===== src/rtl/fir_out_formatter.sv =====
// rtl/fir_out_formatter.sv - FIR output decimator, scaler/saturator and FWFT output FIFO
// Optional rounding is enabled by defining FIR_OUT_ROUND_EN (round half toward +infinity);
// without it the scaling is a plain arithmetic shift.
module fir_out_formatter #(
  parameter int IN_W       = 32,
  parameter int OUT_W      = 16,
  parameter int SHIFT      = 6,
  parameter int DECIM      = 2,
  parameter int FIFO_DEPTH = 4
) (
  input  logic                          clk,
  input  logic                          reset,
  input  logic                          in_valid,
  input  logic signed [IN_W-1:0]        in_data,
  output logic                          out_valid,
  input  logic                          out_ready,
  output logic [OUT_W-1:0]              out_data,
  output logic [$clog2(FIFO_DEPTH):0]   fifo_level,
  output logic                          sat_seen,
  output logic                          overflow
);

  localparam int PH_W = (DECIM > 1) ? $clog2(DECIM) : 1;
  localparam int AW   = $clog2(FIFO_DEPTH);
  localparam int LW   = AW + 1;
  localparam int XW   = IN_W + 1;

  // Clamp bounds expressed at the widened intermediate width so no wrap can occur
  localparam logic signed [XW-1:0] MAX_V = {{(XW-OUT_W+1){1'b0}}, {(OUT_W-1){1'b1}}};
  localparam logic signed [XW-1:0] MIN_V = {{(XW-OUT_W+1){1'b1}}, {(OUT_W-1){1'b0}}};

  logic [PH_W-1:0]         phase;
  logic                    keep;
  logic signed [XW-1:0]    ext;
  logic signed [XW-1:0]    biased;
  logic signed [XW-1:0]    shifted;
  logic                    sat_hi;
  logic                    sat_lo;
  logic [OUT_W-1:0]        clamped;

  logic                    s1_valid;
  logic [OUT_W-1:0]        s1_data;

  logic [OUT_W-1:0]        mem [FIFO_DEPTH];
  logic [AW-1:0]           wr_ptr;
  logic [AW-1:0]           rd_ptr;
  logic [LW-1:0]           level;
  logic [OUT_W-1:0]        last_data;
  logic                    full;
  logic                    pop;
  logic                    push;

  assign keep = in_valid && (phase == '0);

  // Decimation phase: advances only on valid samples, wraps at DECIM-1
  always_ff @(posedge clk) begin
    if (reset) begin
      phase <= '0;
    end else if (in_valid) begin
      if (phase == PH_W'(DECIM - 1)) phase <= '0;
      else                           phase <= phase + 1'b1;
    end
  end

  // Widen, optionally round, shift and clamp the incoming sample
  always_comb begin
    ext = {in_data[IN_W-1], in_data};
`ifdef FIR_OUT_ROUND_EN
    biased = ext + (XW'(1) << (SHIFT - 1));
`else
    biased = ext;
`endif
    shifted = biased >>> SHIFT;
    sat_hi  = (shifted > MAX_V);
    sat_lo  = (shifted < MIN_V);
    if (sat_hi)      clamped = {1'b0, {(OUT_W-1){1'b1}}};
    else if (sat_lo) clamped = {1'b1, {(OUT_W-1){1'b0}}};
    else             clamped = shifted[OUT_W-1:0];
  end

  // Stage-1 register plus sticky saturation flag, set as the clamped value loads
  always_ff @(posedge clk) begin
    if (reset) begin
      s1_valid <= 1'b0;
      s1_data  <= '0;
      sat_seen <= 1'b0;
    end else begin
      s1_valid <= keep;
      if (keep) begin
        s1_data <= clamped;
        if (sat_hi || sat_lo) sat_seen <= 1'b1;
      end
    end
  end

  assign full      = (level == LW'(FIFO_DEPTH));
  assign out_valid = (level != '0);
  assign pop       = out_valid && out_ready;
  // A pop frees the slot this cycle, so a push is accepted even when full
  assign push      = s1_valid && (!full || pop);

  // FIFO storage; the write may target the slot being popped, which is read before the edge
  always_ff @(posedge clk) begin
    if (push) mem[wr_ptr] <= s1_data;
  end

  // FIFO pointers, occupancy, last popped value and sticky overflow
  always_ff @(posedge clk) begin
    if (reset) begin
      wr_ptr    <= '0;
      rd_ptr    <= '0;
      level     <= '0;
      last_data <= '0;
      overflow  <= 1'b0;
    end else begin
      if (push) wr_ptr <= wr_ptr + 1'b1;
      if (pop) begin
        rd_ptr    <= rd_ptr + 1'b1;
        last_data <= mem[rd_ptr];
      end
      if (push && !pop)      level <= level + 1'b1;
      else if (!push && pop) level <= level - 1'b1;
      if (s1_valid && full && !pop) overflow <= 1'b1;
    end
  end

  // Head is presented directly; when empty the last consumed value is held
  assign out_data   = out_valid ? mem[rd_ptr] : last_data;
  assign fifo_level = level;

endmodule


===== config.mk =====
export PLATFORM = sky130hd
export DESIGN_NAME = fir_out_formatter
export DESIGN_NICKNAME = d
export VERILOG_FILES = /design/src/rtl/fir_out_formatter.sv
export SDC_FILE = /design/constraint.sdc
export NUM_CORES = 1
export LEC_CHECK = 0
export BUFFER_PORTS_ARGS = -buffer_cell sky130_fd_sc_hd__buf_2
export CORE_MARGIN = 2
export CORE_UTILIZATION = 45
export DETAILED_ROUTE_END_ITERATION = 10
export GPL_ROUTABILITY_DRIVEN = 0
export HOLD_SLACK_MARGIN = 0.03
export PLACE_DENSITY = 0.7
export SLEW_MARGIN = 20
export SYNTH_ARGS = -nofsm -noshare
export SYNTH_HDL_FRONTEND = slang
export SYNTH_SLANG_ARGS = --single-unit

===== constraint.sdc =====
create_clock -name clk -period 3.2 [get_ports clk]
set_input_delay 0 -clock clk [delete_from_list [all_inputs] [get_ports clk]]
set_output_delay 0 -clock clk [all_outputs]
set_load 0.03 [all_outputs]

* Word level (Yosys, flattened, before mapping)
Memories as Yosys holds them, arrays and structs flattened. A register that Yosys moved wholly into a read port is not among the register bits.
Index checks and enable logic that the tools add are counted.
** Word-level totals
- Register bits after elaboration :: 43
- RAM bits :: 64
- Input port bits :: 36
- Word-level logic and storage cells :: 44
- Memories :: 1
** Operators by class
- $add $sub $neg :: 5
- Magnitude comparators :: 2
- Equal/unequal tests :: 1
- Mux-type cells :: 10
- Bitwise operators :: 1
- Reductions and logical operators :: 15
** Memories
- mem :: depth 4, bits a word 16, rd ports 1, clocked after memory_dff 1, write ports 1, line 44 : logic [OUT_W-1:0] mem [FIFO_DEPTH];
** Operator list (number)
- 16-bit 2-to-1 mux :: 3
- 26-bit by 16-bit > comparator with 1-bit output (second input constant) :: 1
- 26-bit by 16-bit < comparator with 1-bit output (second input constant) :: 1
- 1-bit logical AND :: 7
- 3-bit 2-to-1 mux :: 2
- 2-bit by 1-bit adder with 2-bit output (second input constant) :: 2
- 2-bit 2-to-1 mux :: 2
- 3-bit by 1-bit adder with 3-bit output (second input constant) :: 1
- 3-bit equality test (second input constant) :: 1
- 1-bit logical NOT :: 3
- 1-bit 2-to-1 mux :: 3
- 3-bit nonzero test :: 1
- 3-bit by 1-bit subtractor with 3-bit output (second input constant) :: 1
- 1-bit logical OR :: 2
- 2-bit AND reduction :: 1
- 2-bit nonzero test :: 1
- 1-bit adder (second input constant) :: 1
- 1-bit NOT :: 1

* Depth between registers and ports, before layout
- Word-level depth :: 8
- Depth in mapped cells :: 10
- Mapped depth without buffers :: 8

* Worst setup path after synthesis
No wires, ideal clock.
- Path type :: register -> register
- Start point :: reg level[0] (netlist: fifo_level[0])
- End point :: reg level[2] (netlist: fifo_level[2])
- Arrival :: 2.427 ns
- Required time :: 3.130 ns
- Slack :: 0.703 ns
- Cell stages (with the launch flop) :: 11
- Buffers on the path :: 2
- Period minus slack after synthesis :: 2.497 ns
- Cell sequence :: dfxtp_1 o31a_1 buf_2 clkinv_1 buf_2 ha_1 inv_1 fa_1 xor2_1 or3_1 a21oi_1
** Between the ends
- Word-level cells in the longest chain between the ends :: 7
- Elaborated cells on any way between the ends :: 15
- Those cells by class :: add/sub: 2; eq/ne: 1; mux: 2; reduce/logical: 10
** RTL lines
- start: declaration :: line 47 : logic [LW-1:0] level;
- start signal: assignment :: line 121 : if (push && !pop) level <= level + 1'b1;
- start signal: assignment :: line 122 : else if (!push && pop) level <= level - 1'b1;
- parallel branches: the longest is 7 deep, another holds 3-bit by 1-bit subtractor with 3-bit output
Parallel ways; which one is timed is not known. The select of a mux whose other input is x is not followed.
A chain may end at the register's enable or synchronous reset.

* Worst setup path in the final report
Same ends and word-level chain as after synthesis.

==> metrics.md <==
| Metric | Value |
|---|---|
| Worst Hold Depth | 2 |
| Layout cells sized above 1 | 27.4% |
| TritonCTS clock tree | yes |
| PwrDens | approximately 800 mW/mm^2 |
| Die X | 103 microns |
| MaxCap Viol Count | 0 |
| CP peak stage delay | 0.65 ns |
| CP delay by family, top | compound AO/OA/AOI/OAI gates |
| Num CTS Buffers | 9 |
| Startpoint class of the critical path | register |
| Kind of end point of the critical path | register |
| CP max-delay cell | o31a_1 |
| Crit path cell chain | o31a_1 > clkinv_1 > ha_1 > inv_1 > fa_1 > xor2_1 > or3_1 > a21oi_1 |
| Drt drc | 0 |
| Antenna violations before repair | 0 |
| Fin crit period | approximately 2.5 ns |
| CTS root buf | clkbuf_8 |
| P_sw | 1.43 mW |
| Count of pins over their slew limit | 0 |
| Fin nets | 424 |
| Sequential share of the synthesized area | 64.4% |
| Overall Global Routing Usage | 16.3% |
| Synth Cell Area | 0.00438 sq mm |
| Drt total wl | around 8000 microns |
| WP data arrival | 2.77 ns |
| DRT iter0 DRCs | 150 |
| RSZ-0062 raised after global routing | false |
| Setup CP Type | register to register |
| Die Area | 0.0105 sq mm |
| Logic pwr share | roughly 36% |
| Yosys cell types | 39 |
| P&R area growth vs syn | 17.3% |
| Top cell type by total area after synthesis | edfxtp_1 |
| Crit share post-route | 77.5% |
| Starting density of the core | between 40 and 50% |
| Clock Skews | 0.00952 ns |
| VDD IR max | 0.000286 V |
| Via/cell ratio | 5.24 |
| Power share of the clock group | 21.6% |
| Later-pin clock latency in the skew report | 0.37 ns |
| Syn Nets | ~360 |
| Diodes inserted | 0 |
| First-pass DRT Iterations | 4 |
| First-pass GRT wire length | 13000 microns |
| Post-synth EDFFs | 64 |
| FMAX | 0.403 GHz |
| Reg power frac | 42.6% |
| Post-synth ARST share | 0% |
| Sink Count | 109 |
| YS warnings | 0 |
| Mean Syn Cell Area | 13.8 sq um |
| Wire per inst | 15.4 microns |
| Vias post-DR | 2723 |
| Routed Antenna Nets | 0 |
| Port bufs | 51 |
| Primary FF master, synth | edfxtp_1 |
| Final Core Density | 53.6% |
| Reg clk slew, reported paths | 0.09 ns |
| Buffer and inverter count on the worst path | 2 |
| H-tree depth | 3 |
| Slew HR | 42.6% |
| R2R cell count | 8 |
| Status | finished, final reports clean |
| Share of the synthesized area in the top cell type | 43.9% |
| Row count | 36 |
| Synth Register Bits | about 110 |
| Postcts setup bufs | 0 |
| Post-route setup TNS | 0 ns |
| Instance count on the critical path | 8 |
| Final Hold Vio Count | 0 |
| Hold WC Path Type | input port to register |
| Sw Ratio | 34.9% |
| Vias in the first global route | 2578 |
| Largest net degree at the start of global routing | 32 |
| DP HPWL | 5070 microns |
| Main area contributors after synthesis | edfxtp_1 44%, dfxtp_1 21%, mux4_2 8.2% |
| Core area | 0.00959 sq mm |
| Global route overflow | 0 |
| Pleak | approximately 1.8 nW |
| Clock Tree Buf Depth | 2 |
| Die H | around 100 microns |
| # setup viols final | 0 |
| Least-Margin Pin Slew | 0.857 ns |
| Io pins | between 50 and 60 |
| Post-Synthesis Cells | 317 |
| Pint | 2.67 mW |
| Crit path max fanout | 18 |
| CP Data Required Time | 3.49 ns |
## path summary, 6_finish.rpt
| path | startpoint | end | slack (ns) |
|---|---|---|---|
| setup reg to reg | fifo_level[0] | fifo_level[2] | 0.72 |
| setup / recovery | fifo_level[0] | fifo_level[2] | 0.72 |
| hold / removal | reset | overflow | 0.11 |
| hold reg to reg | last_data[9] | last_data[9] | 0.46 |
## repair_timing
item                                   in CTS  in global routing
endpoints found under the hold margin      19                  0
hold buffers                               18                  0
resized for setup                           0                  0
setup endpoints to repair                   0                  0
## Yosys cell counts, types with 2 or more instances
library cell	count
and3_1	4
or3_1	2
mux2_2	16
buf_2	5
dfxtp_1	45
o22ai_1	15
o211ai_1	15
nor2_1	6
ha_1	5
nand2_1	34
o21ai_0	19
nand3_1	2
nand4_1	2
o31a_1	2
mux4_2	16
xor2_1	2
clkbuf_1	11
a21oi_1	23
inv_1	8
nand2b_1	2
edfxtp_1	64
buf_1	2
## registers in the layout, indices dropped and copies added, names as in the netlist, named ones only
signal,count
mem,64
sat_seen,1
overflow,1
s1_data,16
rd_ptr,2
fifo_level,3
phase,1
wr_ptr,2
s1_valid,1
last_data,16
## power by group through the flow
| stage | registers [mW] | logic, mW | clock network (mW) |
|---|---|---|---|
| 2_1_floorplan | 1.78 | 1.10 | 0 |
| 3_3_place_gp | 1.77 | 1.45 | 0 |
| 3_5_place_dp | 1.78 | 1.46 | 0 |
| 4_1_cts | 1.75 | 1.48 | 0.907 |
| 5_1_grt | 1.77 | 1.60 | 0.956 |
| 6_report | 1.75 | 1.47 | 0.889 |
## through the flow
step	hold WS [ns]	total power [mW]	instances	area (sq um)	worst slack, ns
3_3_place_gp	0.284	3.22	486	4750	0.831
5_1_grt	0.134	4.33	520	5140	0.474
3_5_place_dp	0.299	3.24	486	4750	0.725
6_report	0.109	4.11	520	5140	0.720
2_1_floorplan	0.0987	2.88	317	4380	0.703
4_1_cts	0.106	4.14	520	5140	0.712
## final cells by class
| cell class | count | area, sq um |
|---|---|---|
| clock buffers | 11 | 131 |
| flip-flops and latches | 109 | 2820 |
| fillers | 794 | 4450 |
| clock inverters | 5 | 81.3 |
| multi-input cells | 180 | 1440 |
| inverters | 9 | 33.8 |
| well taps | 133 | 166 |
| repair buffers | 73 | 465 |
## cell families after synthesis
kind of cell	after synthesis	share of synthesized area, %
AOI/OAI and AO/OA	77	11.0
xor gates and xnor gates	3	0.600
adders and majority gates	6	1.88
buffers and inverters	28	2.71
DFF	109	64.4
muxes	33	12.6
and+or+nand+nor	61	6.80
## routing by layer
layer,part of all wire [%],GRT usage [%]
met5,0,0
met4,1.7,6.77
met3,4.1,3.39
met2,45,24.5
met1,49,23.2
## worst register-to-register path, stage by stage (launching register included)
cell,delay (ns)
dfxtp_1,0.50
o31a_1,0.65
clkinv_1,0.20
ha_1,0.25
inv_1,0.08
fa_1,0.19
xor2_1,0.08
or3_1,0.31
a21oi_1,0.16
## cell usage in the layout, fill, tap and decap left out, types with 4 or more instances in the layout
master,n
o22ai_1,15
buf_4,4
o21ai_0,19
a21oi_1,23
and3_1,4
nand2_1,34
dfxtp_1,45
edfxtp_1,64
buf_2,51
o211ai_1,15
dlygate4sd3_1,18
inv_1,8
ha_1,5
mux4_2,16
mux2_2,16
clkbuf_8,9
nor2_1,6
Power figures use the tool's default switching activity.
